`src/rtl/word_byte_sequencer_if.sv`:
```
// word_byte_sequencer_if: word-in / byte-out valid-ready bundle for the byte sequencer
interface word_byte_sequencer_if;
    logic [31:0] in_word;
    logic [3:0]  in_mask;
    logic        in_valid;
    logic        in_ready;
    logic [7:0]  out_byte;
    logic [1:0]  out_idx;
    logic        out_valid;
    logic        out_ready;
    logic        out_last;

    modport master (
        output in_word, in_mask, in_valid, out_ready,
        input  in_ready, out_byte, out_idx, out_valid, out_last
    );

    modport slave (
        input  in_word, in_mask, in_valid, out_ready,
        output in_ready, out_byte, out_idx, out_valid, out_last
    );
endinterface

```
`src/rtl/word_byte_sequencer.sv`:
```
// word_byte_sequencer: splits masked 32-bit words into a byte stream with valid/ready on both sides
module word_byte_sequencer #(
    parameter int MSB_FIRST = 1,
    parameter int CNT_W     = 8
) (
    input  logic                   clk,
    input  logic                   reset,
    word_byte_sequencer_if.slave   bus,
    output logic                   busy,
    output logic [CNT_W-1:0]       word_cnt
);
    typedef enum logic {IDLE, SEND} state_t;

    state_t             state_q, state_d;
    logic [31:0]        hold_q, hold_d;
    logic [3:0]         rem_q, rem_d, rem_after;
    logic [CNT_W-1:0]   cnt_q, cnt_d;
    logic [7:0]         out_byte_q, out_byte_d;
    logic [1:0]         out_idx_q, out_idx_d, cur_idx, nxt_idx;
    logic               out_valid_q, out_valid_d;
    logic               out_last_q, out_last_d;
    logic               fire_out, last_fire, accept;

    function automatic logic [1:0] sel_idx(input logic [3:0] r);
        if (MSB_FIRST != 0)
            return r[3] ? 2'd3 : r[2] ? 2'd2 : r[1] ? 2'd1 : 2'd0;
        else
            return r[0] ? 2'd0 : r[1] ? 2'd1 : r[2] ? 2'd2 : 2'd3;
    endfunction

    function automatic logic one_hot(input logic [3:0] r);
        return (r != 4'd0) && ((r & (r - 4'd1)) == 4'd0);
    endfunction

    assign fire_out     = out_valid_q && bus.out_ready;
    assign last_fire    = fire_out && out_last_q;
    // The final-byte handshake frees the hold register in the same cycle, so a new word can follow without a bubble.
    assign bus.in_ready = (state_q == IDLE) || last_fire;
    assign accept       = bus.in_valid && bus.in_ready;
    assign cur_idx      = sel_idx(rem_q);

    assign bus.out_byte  = out_byte_q;
    assign bus.out_idx   = out_idx_q;
    assign bus.out_valid = out_valid_q;
    assign bus.out_last  = out_last_q;
    assign busy          = (state_q == SEND);
    assign word_cnt      = cnt_q;

    // Next state: retire the shown byte, load a new non-empty word, and pre-compute the next registered outputs.
    always_comb begin
        rem_after   = fire_out ? (rem_q & ~(4'b0001 << cur_idx)) : rem_q;
        hold_d      = (accept && (bus.in_mask != 4'd0)) ? bus.in_word : hold_q;
        rem_d       = (accept && (bus.in_mask != 4'd0)) ? bus.in_mask : rem_after;
        cnt_d       = cnt_q + CNT_W'(last_fire);
        state_d     = (rem_d != 4'd0) ? SEND : IDLE;
        nxt_idx     = sel_idx(rem_d);
        out_valid_d = (state_d == SEND);
        out_idx_d   = (rem_d != 4'd0) ? nxt_idx : out_idx_q;
        out_byte_d  = (rem_d != 4'd0) ? hold_d[{nxt_idx, 3'b000} +: 8] : out_byte_q;
        out_last_d  = one_hot(rem_d);
    end

    // State, datapath and output registers; reset drops any word in flight.
    always_ff @(posedge clk or negedge reset) begin
        if (!reset) begin
            state_q     <= IDLE;
            hold_q      <= '0;
            rem_q       <= '0;
            cnt_q       <= '0;
            out_byte_q  <= '0;
            out_idx_q   <= '0;
            out_valid_q <= 1'b0;
            out_last_q  <= 1'b0;
        end else begin
            state_q     <= state_d;
            hold_q      <= hold_d;
            rem_q       <= rem_d;
            cnt_q       <= cnt_d;
            out_byte_q  <= out_byte_d;
            out_idx_q   <= out_idx_d;
            out_valid_q <= out_valid_d;
            out_last_q  <= out_last_d;
        end
    end
endmodule
```
`src/flat_wrapper.sv`:
```
// flat-port wrapper written by rule: the top's interface ports become plain ports
module word_byte_sequencer_flat 
#(
    parameter int MSB_FIRST = 1,
    parameter int CNT_W     = 8
)
  (clk, reset, busy, word_cnt, bus_in_word, bus_in_mask, bus_in_valid, bus_out_ready, bus_in_ready, bus_out_byte, bus_out_idx, bus_out_valid, bus_out_last);
  word_byte_sequencer_if bus_i ();
  input  logic clk;
  input  logic reset;
  output logic busy;
  output logic [CNT_W-1:0] word_cnt;
  input wire logic [$bits(bus_i.in_word)-1:0] bus_in_word;
  input wire logic [$bits(bus_i.in_mask)-1:0] bus_in_mask;
  input wire logic [$bits(bus_i.in_valid)-1:0] bus_in_valid;
  input wire logic [$bits(bus_i.out_ready)-1:0] bus_out_ready;
  output wire logic [$bits(bus_i.in_ready)-1:0] bus_in_ready;
  output wire logic [$bits(bus_i.out_byte)-1:0] bus_out_byte;
  output wire logic [$bits(bus_i.out_idx)-1:0] bus_out_idx;
  output wire logic [$bits(bus_i.out_valid)-1:0] bus_out_valid;
  output wire logic [$bits(bus_i.out_last)-1:0] bus_out_last;
  assign bus_i.in_word = bus_in_word;
  assign bus_i.in_mask = bus_in_mask;
  assign bus_i.in_valid = bus_in_valid;
  assign bus_i.out_ready = bus_out_ready;
  assign bus_in_ready = bus_i.in_ready;
  assign bus_out_byte = bus_i.out_byte;
  assign bus_out_idx = bus_i.out_idx;
  assign bus_out_valid = bus_i.out_valid;
  assign bus_out_last = bus_i.out_last;
  word_byte_sequencer #(.MSB_FIRST(MSB_FIRST), .CNT_W(CNT_W)) u_core (.clk(clk), .reset(reset), .bus(bus_i), .busy(busy), .word_cnt(word_cnt));
endmodule
```
`config.mk`:
```
export PLATFORM = sky130hd
export DESIGN_NAME = word_byte_sequencer_flat
export DESIGN_NICKNAME = d
export VERILOG_FILES = /design/src/rtl/word_byte_sequencer_if.sv /design/src/rtl/word_byte_sequencer.sv /design/src/flat_wrapper.sv
export SDC_FILE = /design/constraint.sdc
export NUM_CORES = 1
export LEC_CHECK = 0
export BUFFER_PORTS_ARGS = -buffer_cell sky130_fd_sc_hd__buf_2
export CAP_MARGIN = 20
export CORE_MARGIN = 3
export CORE_UTILIZATION = 44
export CTS_CLUSTER_SIZE = 8
export DETAILED_ROUTE_END_ITERATION = 10
export PLACE_DENSITY = 0.72
export SLEW_MARGIN = 20
export SYNTH_ARGS = -nofsm -noshare
export SYNTH_HDL_FRONTEND = slang
export SYNTH_SLANG_ARGS = --single-unit
export TNS_END_PERCENT = 20
```
`constraint.sdc`:
```
create_clock -name clk -period 2.38 [get_ports clk]
set_input_delay 0 -clock clk [delete_from_list [all_inputs] [get_ports clk]]
set_output_delay 0 -clock clk [all_outputs]
set_load 0.03 [all_outputs]
```
==> results of run 1 <==
-- layer usage --
| layer | up-vias | track usage | routed length [um] | part of all wire |
|---|---|---|---|---|
| li1 | 1365 | - | - | - |
| met1 | 1380 | 0.2980 | 3730 | 0.44 |
| met2 | 110 | 0.3684 | 4075 | 0.48 |
| met3 | 19 | 0.03724 | 475 | 0.056 |
| met4 | 0 | 0.07967 | 201 | 0.024 |
| met5 | - | 0 | 0 | 0 |
-- through the flow --
stage	util	total power [W]
after floorplan	-	0.003396
after global placement	0.5155	0.004010
after detailed placement	0.5155	0.004058
after CTS	0.5866	0.004777
after global routing	0.5889	0.005149
final	0.5889	0.004803
-- sequential cells by signal, indices dropped and copies added (netlist names) --
register             count
u_core.hold_q           32
u_core.bus.out_last      1
u_core.word_cnt          8
u_core.busy              1
u_core.bus.out_byte      8
u_core.rem_q             4
u_core.bus.out_idx       2
-- area by class of cell --
type | count | share of cell area
multi-input combinational | 246 | 0.3785
clock buffer | 6 | 0.02159
timing repair buffer | 105 | 0.1884
inverter | 10 | 0.009814
sequential | 56 | 0.3664
tap | 77 | 0.02519
clock inverter | 2 | 0.01014
-- cells in the mapped netlist (all sizes together) --
| cell type | number | area (um^2) |
|---|---|---|
| nor2b | 2 | 12.51 |
| ha | 2 | 25.02 |
| or2 | 2 | 12.52 |
| a311oi | 3 | 26.28 |
| a21o | 4 | 30.03 |
| o32ai | 3 | 26.28 |
| a32o | 1 | 10.01 |
| a31oi | 6 | 37.54 |
| a32oi | 3 | 26.28 |
| a21oi | 13 | 72.57 |
| o221ai | 16 | 140.1 |
| or3 | 1 | 6.260 |
| and3 | 3 | 18.77 |
| and4 | 1 | 8.760 |
| a21boi | 1 | 7.510 |
| nor3b | 2 | 15.01 |
| dfrtp | 56 | 1401 |
| nand2 | 87 | 326.6 |
| and3b | 1 | 8.760 |
| xor2 | 3 | 26.28 |
| nor2 | 17 | 63.81 |
| and4b | 1 | 10.01 |
| o311a | 1 | 21.27 |
| a21bo | 2 | 20.02 |
| nand2b | 4 | 25.02 |
| o311ai | 1 | 26.28 |
| o211ai | 2 | 15.01 |
| nand3 | 10 | 50.05 |
| xnor2 | 5 | 43.79 |
| mux2 | 3 | 45.04 |
| o22ai | 9 | 56.30 |
| nand4 | 1 | 6.260 |
| o2111ai | 1 | 15.01 |
| clkbuf | 9 | 33.78 |
| nand4b | 1 | 8.760 |
| inv | 10 | 37.54 |
| a211o | 2 | 17.52 |
| buf | 14 | 87.58 |
| nand3b | 4 | 30.03 |
| o21ai | 21 | 105.1 |
| and2 | 4 | 25.02 |
| nand4bb | 1 | 11.26 |
| o21a | 2 | 15.01 |
-- worst paths after layout --
| kind | end | slack (ns) |
|---|---|---|
| min in group asynchronous | u_core.word_cnt[3]$_DFF_PN0_ | 0.17 |
| max in group asynchronous | u_core.hold_q[31]$_DFF_PN0_ | 1.34 |
| hold reg to reg | u_core.word_cnt[7]$_DFF_PN0_ | 0.47 |
| setup reg to reg | u_core.bus.out_byte[2]$_DFFE_PN0P_ | 0.30 |
| setup / recovery | u_core.bus.out_byte[2]$_DFFE_PN0P_ | 0.30 |
| hold / removal | u_core.rem_q[0]$_DFF_PN0_ | 0.06 |
-- power groups by stage --
| stage | registers (W) | logic [W] | clock network, W |
|---|---|---|---|
| global placement | 0.00171 | 0.00230 | 0 |
| CTS | 0.00170 | 0.00240 | 0.000681 |
| finish | 0.00170 | 0.00243 | 0.000675 |
| detailed placement | 0.00171 | 0.00234 | 0 |
| global route | 0.00175 | 0.00268 | 0.000717 |
| floorplan | 0.00189 | 0.00151 | 0 |
-- critical path: stages (launching register included) --
cell	delay, ns
dfrtp_1	0.49
a21bo_2	0.37
o311a_4	0.52
o2111ai_2	0.24
o221ai_1	0.27
a31oi_1	0.06
-- cells by family (layout without fill, tap and decap cells) --
group	after synthesis	in the layout	synth area share
DFF	56	56	0.4659
AOI/OAI and AO/OA	91	91	0.2221
xor gates and xnor gates	8	8	0.02330
muxes	3	3	0.01497
buffers and inverters	33	123	0.05283
adders and majority gates	2	2	0.008318
and+or+nand+nor	142	142	0.2126
-- repair_timing --
item                                    in CTS  in global routing
buffers inserted                             0                  2
hold buffers                                34                  0
endpoints found under the setup margin       0                  3
endpoints found under the hold margin       52                  0
==> impl_metrics.tcl, run 1 <==
set metrics [dict create \
    outcome "complete, no violations" \
    final_nets 466 \
    cts_tree "built" \
    hold_path_depth 3 \
    core_um2 6495 \
    clock_latency_ns 0.32 \
    clock_sinks 56 \
    p_clk_frac 0.141 \
    switching_share 0.4434 \
    fp.dieW_um 88.68 \
    start_kind "register" \
    fp.dieH_um 88.68 \
    hold_class "primary input to register" \
    row_count 29 \
    reg2reg_depth 5 \
    setup_viol 0 \
    syn_area_um2 3008 \
    start_util 0.4631 \
    cts_buffer_depth 2 \
    clockRootBuffer "clkbuf_8" \
    maxSlewHeadroom 0.6604 \
    synth_cells 335 \
    cts_buffers 5 \
    dr.pass1.iters 5 \
    power_density_nw_per_um2 1256 \
    n_antenna_cell 0 \
    ff_latch_area_um2 1401 \
    grt_usage 0.2241 \
    place_inst 458 \
    place_ws_ns 0.2755 \
    dieArea_um2 7864 \
    antenna_found_initial 0 \
    final_area_um2 3825 \
    synth_seq_cells 56 \
    crit_start "u_core.busy$_DFF_PN0_" \
    finalCritPeriodShare 0.8731 \
    final_hold_viol_count 0 \
    fmax_mhz 481.2 \
    p_comb_frac 0.505 \
    crit_fanout 36 \
    gr-total-overflow 0 \
    finalWorstSetupSlack_ns 0.3020 \
    place_congestion 0.8681 \
    end_kind "register" \
    syn_nets 377 \
    finalSetupTns_ns 0 \
    stdcell_count 502 \
    p_int_w 0.002673 \
    final_common_cell "nand2_1" \
    grt_max_degree 38 \
    grt_pass1_vias 2792 \
    post_dp_cell_area_um2 3348 \
    htreeDepth 2 \
    hp-start "bus_in_valid" \
    skew_ns 0.009777 \
    cap_viol_max_count 0 \
    yosysSeqAreaShare 0.4659 \
    drtIter0Drc 252 \
    wl_um 8482 \
    vias_per_cell 5.725 \
    layout-area-overhead-vs-synth_pct 27.16 \
    seq_power_share 0.354 \
    vias 2874 \
    ys_warn_count 0 \
    nFillCells 561 \
    drive_gt1_frac 0.2118 \
    peakVddDrop_uv 585.9 \
    rsz0062_at_grt "false" \
    path_class "register to register" \
    tightestPinTransition_ns 0.5094 \
    grt_pass1_wl_um 13610 \
    cp_data_required_time_ns 2.58 \
    hold_slack_ns 0.06431 \
    multi_input_area_um2 1448 \
    drv_slew 0 \
    syn_area_per_cell_um2 8.979 \
    switchingPower_w 0.002130 \
    postCtsResizedCells 0 \
    port_buffers 61 \
    yosysUniqueCellTypes 49 \
    critPathArrivalTime_ns 2.28 \
    ant_nets 0 \
    post_drt_wl_per_cell_um 16.90 \
    clk_transition_reported_paths_ns 0.11 \
    io_pins 62 \
    layout_common_cells "87 x nand2_1, 61 x buf_2, 56 x dfrtp_1, 34 x dlygate4sd3_1, 19 x o21ai_0" \
    r2r_start "u_core.busy$_DFF_PN0_" \
    hpwl_um 5852 \
    leakage_nw 1.820 \
    min_period_ns 2.078 \
    post-route-drc-count 0 \
]
Note: power is estimated with default switching activity, not from simulation.
==> run 2: changes to the inputs <==
CAP_MARGIN = 5   (was 20)
PLACE_DENSITY = default   (was 0.72)
PLACE_DENSITY_LB_ADDON = 0.1   (was default)
==> run 2 against run 1 <==
Critical endpoint is now u_core.bus.out_byte[7]$_DFFE_PN0P_; hold slack worse by 0.00069 ns; sequential power hardly changed; first-iteration DRC count is 56% lower; via count is 4.7% lower; largest cell class unchanged; critical path depth is 3 higher.
==> impl_metrics.tcl, run 2 (same netlist as run 1, synthesis figures left out) <==
set metrics [dict create \
    finalCritPeriodShare 0.8274 \
    final_nets 464 \
    port_buffers 61 \
    grt_pass1_wl_um 13750 \
    rsz0062_at_grt "false" \
    clk_transition_reported_paths_ns 0.10 \
    vias_per_cell 5.480 \
    cts_buffers 5 \
    gr-total-overflow 0 \
    leakage_nw 1.800 \
    layout-area-overhead-vs-synth_pct 26.04 \
    vias 2740 \
    clock_latency_ns 0.31 \
    fp.dieW_um 88.68 \
    p_clk_frac 0.117 \
    place_congestion 0.8379 \
    seq_power_share 0.367 \
    n_antenna_cell 0 \
    power_density_nw_per_um2 1228 \
    cap_viol_max_count 0 \
    slowest_stage "dlygate4sd3_1" \
    largest_reg_flops 32 \
    post_drt_wl_per_cell_um 16.82 \
    grt_usage 0.2294 \
    top_register "u_core.hold_q" \
    dieArea_um2 7864 \
    hold_slack_ns 0.06362 \
    grt_pass1_vias 2776 \
    p_int_w 0.002535 \
    finalWorstSetupSlack_ns 0.4107 \
    ant_nets 0 \
    drv_slew 0 \
    htreeDepth 2 \
    fp.dieH_um 88.68 \
    hpwl_um 5924 \
    row_count 29 \
    final_hold_viol_count 0 \
    hold_class "primary input to register" \
    drive_gt1_frac 0.2080 \
    skew_ns 0.008571 \
    end_kind "register" \
    tightestPinTransition_ns 0.7093 \
    cp_data_required_time_ns 2.57 \
    critPathArrivalTime_ns 2.16 \
    final_util 0.5837 \
    nFillCells 600 \
    post-route-drc-count 0 \
    antenna_found_initial 0 \
    cp_slowest_stage_delay_ns 0.53 \
    dr.pass1.iters 4 \
    finalSetupTns_ns 0 \
    stdcell_count 500 \
    start_kind "primary input" \
    crit_fanout 31 \
    clockRootBuffer "clkbuf_8" \
    layout_common_cells "87 x nand2_1, 61 x buf_2, 56 x dfrtp_1, 34 x dlygate4sd3_1, 19 x o21ai_0" \
    drtIter0Drc 112 \
    wl_um 8411 \
    clock_sinks 56 \
    cts_hold_buffers 34 \
    fmax_mhz 507.8 \
    place_inst 458 \
    setup_viol 0 \
    p_comb_frac 0.516 \
    cts_tree "built" \
    io_pins 62 \
    cts_buffer_depth 2 \
    start_util 0.4631 \
    path_class "primary input to register" \
    postCtsResizedCells 0 \
    grt_max_degree 57 \
    min_period_ns 1.969 \
    peakVddDrop_uv 512.4 \
    path_cells "dlygate4sd3_1 > buf_2 > or2_0 > o311ai_4 > buf_12 > mux2_4 > o32ai_1 > a21oi_2" \
    post-cts-setup-buffers 0 \
    maxSlewHeadroom 0.5272 \
    reg2reg_depth 5 \
    switchingPower_w 0.002121 \
    outcome "complete, no violations" \
    final_common_cell "nand2_1" \
    switching_share 0.4555 \
    hold_path_depth 3 \
    place_ws_ns 0.4710 \
    core_um2 6495 \
]
run 2: changes by cell type in the layout (fill, tap and decap cells not counted), sizes merged:
cell	before	now
buf	71	69
bufinv	1	0
clkbuf	6	5
clkinvlp	0	1
inv	10	11
run 2: metal layers:
metal  routed length (um)  global-route usage
met5                    0                   0
met2                 4179              0.3866
met1                 3713              0.3014
met3                  315             0.03352
met4                  203             0.07830
run 2: power by group through the flow:
stage | combinational [W] | sequential [W] | clock (W)
finish | 0.00240 | 0.00171 | 0.000543
detailed placement | 0.00238 | 0.00172 | 0
global route | 0.00267 | 0.00177 | 0.000602
floorplan | 0.00151 | 0.00189 | 0
CTS | 0.00242 | 0.00171 | 0.000553
global placement | 0.00234 | 0.00171 | 0
run 2: cell type report:
type	instances	area, um^2	share of cell area
well taps	77	96.34	0.02541
clock inverters	3	21.27	0.005611
repair buffers	103	718.2	0.1894
flip-flops and latches	56	1401	0.3696
inverters	10	37.54	0.009901
clock buffers	5	68.82	0.01815
multi-input cells	246	1448	0.3818
run 2: through the flow:
stage	total power (W)	cell area [um^2]
3_5_place_dp	0.004098	3361
6_report	0.004655	3791
4_1_cts	0.004682	3791
3_3_place_gp	0.004050	3361
2_1_floorplan	0.003396	3008
5_1_grt	0.005037	3791
run 2: worst paths after layout:
path | startpoint | to | slack, ns
max | bus_in_mask[0] | u_core.bus.out_byte[7]$_DFFE_PN0P_ | 0.41
min | bus_in_valid | u_core.rem_q[0]$_DFF_PN0_ | 0.06
max reg2reg | u_core.rem_q[3]$_DFF_PN0_ | u_core.bus.out_byte[0]$_DFFE_PN0P_ | 0.42
min reg2reg | u_core.word_cnt[7]$_DFF_PN0_ | u_core.word_cnt[7]$_DFF_PN0_ | 0.48
max in group asynchronous | reset | u_core.bus.out_idx[0]$_DFFE_PN0P_ | 1.56
min in group asynchronous | reset | u_core.word_cnt[5]$_DFF_PN0_ | 0.35
run 2: critical path: cells and delay by family:
family          cells  cell delay (ns)
simple gates        1             0.35
compound gates      3             0.58
buf+inv             3             0.91
mux                 1             0.32
==> run 3: changes to the inputs <==
clock period = 1.9 ns   (was 2.38 ns; I/O delays follow)
==> run 3 against run 2 <==
Cell count grew 1.4%; sequential share of layout area decreased by 0.99 points; total power increased by 29%; clock-buffer cell count did not move; worst setup slack got worse by 0.32 ns; clock skew shrank 0.0013 ns; non-clock buffer count increased by 7.
==> impl_metrics.tcl, run 3 (same netlist as run 1, synthesis figures left out) <==
set metrics [dict create \
    outcome "complete, no violations" \
    p_int_w 0.003297 \
    tightestPinTransition_ns 0.6407 \
    grt_max_degree 31 \
    switching_share 0.4526 \
    hpwl_um 6105 \
    antenna_found_initial 0 \
    clock_sinks 56 \
    nFillCells 585 \
    power_density_nw_per_um2 1545 \
    post_dp_cell_area_um2 3447 \
    n_antenna_cell 0 \
    cp_data_required_time_ns 2.09 \
    clk_transition_reported_paths_ns 0.11 \
    start_kind "register" \
    grt_usage 0.2296 \
    rsz0062_at_grt "false" \
    final_common_cell "nand2_1" \
    wl_um 8423 \
    hold_class "primary input to register" \
    critPathArrivalTime_ns 2.01 \
    ant_nets 0 \
    place_congestion 0.8310 \
    post-route-drc-count 0 \
    critPathBufInv 2 \
    crit_fanout 10 \
    start_util 0.4631 \
    cp_slowest_stage_delay_ns 0.42 \
    fp.dieH_um 88.68 \
    leakage_nw 1.852 \
    post-cts-setup-buffers 0 \
    seq_power_share 0.350 \
    port_buffers 61 \
    grt_pass1_vias 2745 \
    dr.pass1.iters 4 \
    cts_tree "built" \
    post_drt_wl_per_cell_um 16.61 \
    peakVddDrop_uv 633.2 \
    final_area_um2 3899 \
    min_period_ns 1.812 \
    gr-total-overflow 0 \
    vias 2802 \
    finalSetupTns_ns 0 \
    largest_reg_flops 32 \
    dieArea_um2 7864 \
    layout_common_cells "87 x nand2_1, 61 x buf_2, 55 x dfrtp_1, 33 x dlygate4sd3_1, 19 x o21ai_0" \
    cts_buffer_depth 2 \
    layout-area-overhead-vs-synth_pct 29.62 \
    ff_latch_area_um2 1403 \
    htreeDepth 2 \
    final_hold_viol_count 0 \
    final_nets 471 \
    clock_latency_ns 0.32 \
    io_pins 62 \
    p_comb_frac 0.533 \
    drtIter0Drc 150 \
    top_register "u_core.hold_q" \
    clockRootBuffer "clkbuf_8" \
    drive_gt1_frac 0.2372 \
    slowest_stage "dfrtp_2" \
    grt_pass1_wl_um 13880 \
    core_um2 6495 \
    cp_common_cell "buf_4" \
    fmax_mhz 551.7 \
    switchingPower_w 0.002726 \
    fp.dieW_um 88.68 \
    skew_ns 0.007251 \
    maxSlewHeadroom 0.5728 \
    path_class "register to register" \
    cap_viol_max_count 0 \
    setup_viol 0 \
    p_clk_frac 0.117 \
    row_count 29 \
    path_cells "buf_4 > and4b_1 > o21ai_1 > buf_4 > a311oi_1 > o32ai_1 > a21oi_1" \
    drv_slew 0 \
    multi_input_area_um2 1475 \
    end_kind "register" \
    cts_buffers 5 \
    finalCritPeriodShare 0.9539 \
    cp_top_family "compound AO/OA/AOI/OAI gates" \
    vias_per_cell 5.527 \
]
[run 3: worst paths after layout]
path	from	cells after the start	slack (ns)	to
max	u_core.busy$_DFF_PN0_	7	0.09	u_core.bus.out_byte[4]$_DFFE_PN0P_
min	bus_in_mask[0]	3	0.04	u_core.rem_q[0]$_DFF_PN0_
max reg2reg	u_core.busy$_DFF_PN0_	7	0.09	u_core.bus.out_byte[4]$_DFFE_PN0P_
min reg2reg	u_core.hold_q[0]$_DFF_PN0_	2	0.47	u_core.hold_q[0]$_DFF_PN0_
max in group asynchronous	reset	3	1.08	u_core.busy$_DFF_PN0_
min in group asynchronous	reset	2	0.23	u_core.word_cnt[1]$_DFF_PN0_
[run 3: per-layer routing]
layer	up-vias	share of wire	wire, um	GRT usage
met5	-	0	0	0
met4	0	0.012	105	0.04670
met3	12	0.043	363	0.03166
met2	78	0.50	4215	0.3785
met1	1337	0.44	3739	0.3238
li1	1375	-	-	-
[run 3: stage by stage]
stage / power, W / utilization / std cells / hold slack [ns] / setup WS [ns]
global route: 0.006515 / 0.6003 / 507 / 0.09404 / 0.01495
CTS: 0.005988 / 0.5960 / 507 / 0.04343 / 0.009407
floorplan: 0.004276 / - / 335 / -0.2956 / 0.02479
global placement: 0.005165 / 0.5307 / 466 / 0.05545 / 0.09447
finish: 0.006023 / 0.6003 / 507 / 0.03935 / 0.08758
detailed placement: 0.005230 / 0.5307 / 466 / 0.06146 / 0.01848
[run 3: layout make-up]
type | count | area share
well taps | 77 | 0.02471
flip-flops and latches | 56 | 0.3598
clock inverters | 3 | 0.006418
repair buffers | 110 | 0.2035
inverters | 10 | 0.009628
clock buffers | 5 | 0.01765
multi-input cells | 246 | 0.3784
[run 3: worst min-delay path: cells and delay by family]
kind / cells / cell delay, ns
AOI/OAI and AO/OA: 1 / 0.09
buffers and inverters: 1 / 0.12
and+or+nand+nor: 1 / 0.11
[run 3: power by group through the flow]
stage	registers, W	logic [W]	clock network (W)
2_1_floorplan	0.00237	0.00191	0
3_3_place_gp	0.00212	0.00305	0
3_5_place_dp	0.00212	0.00311	0
4_1_cts	0.00210	0.00316	0.000722
5_1_grt	0.00218	0.00356	0.000773
6_report	0.00211	0.00321	0.000706
[run 3: what timing repair did]
action,in CTS,in global routing
hold endpoints to repair,58,0
resized for setup,0,5
hold buffers,33,0
endpoints found under the setup margin,0,7
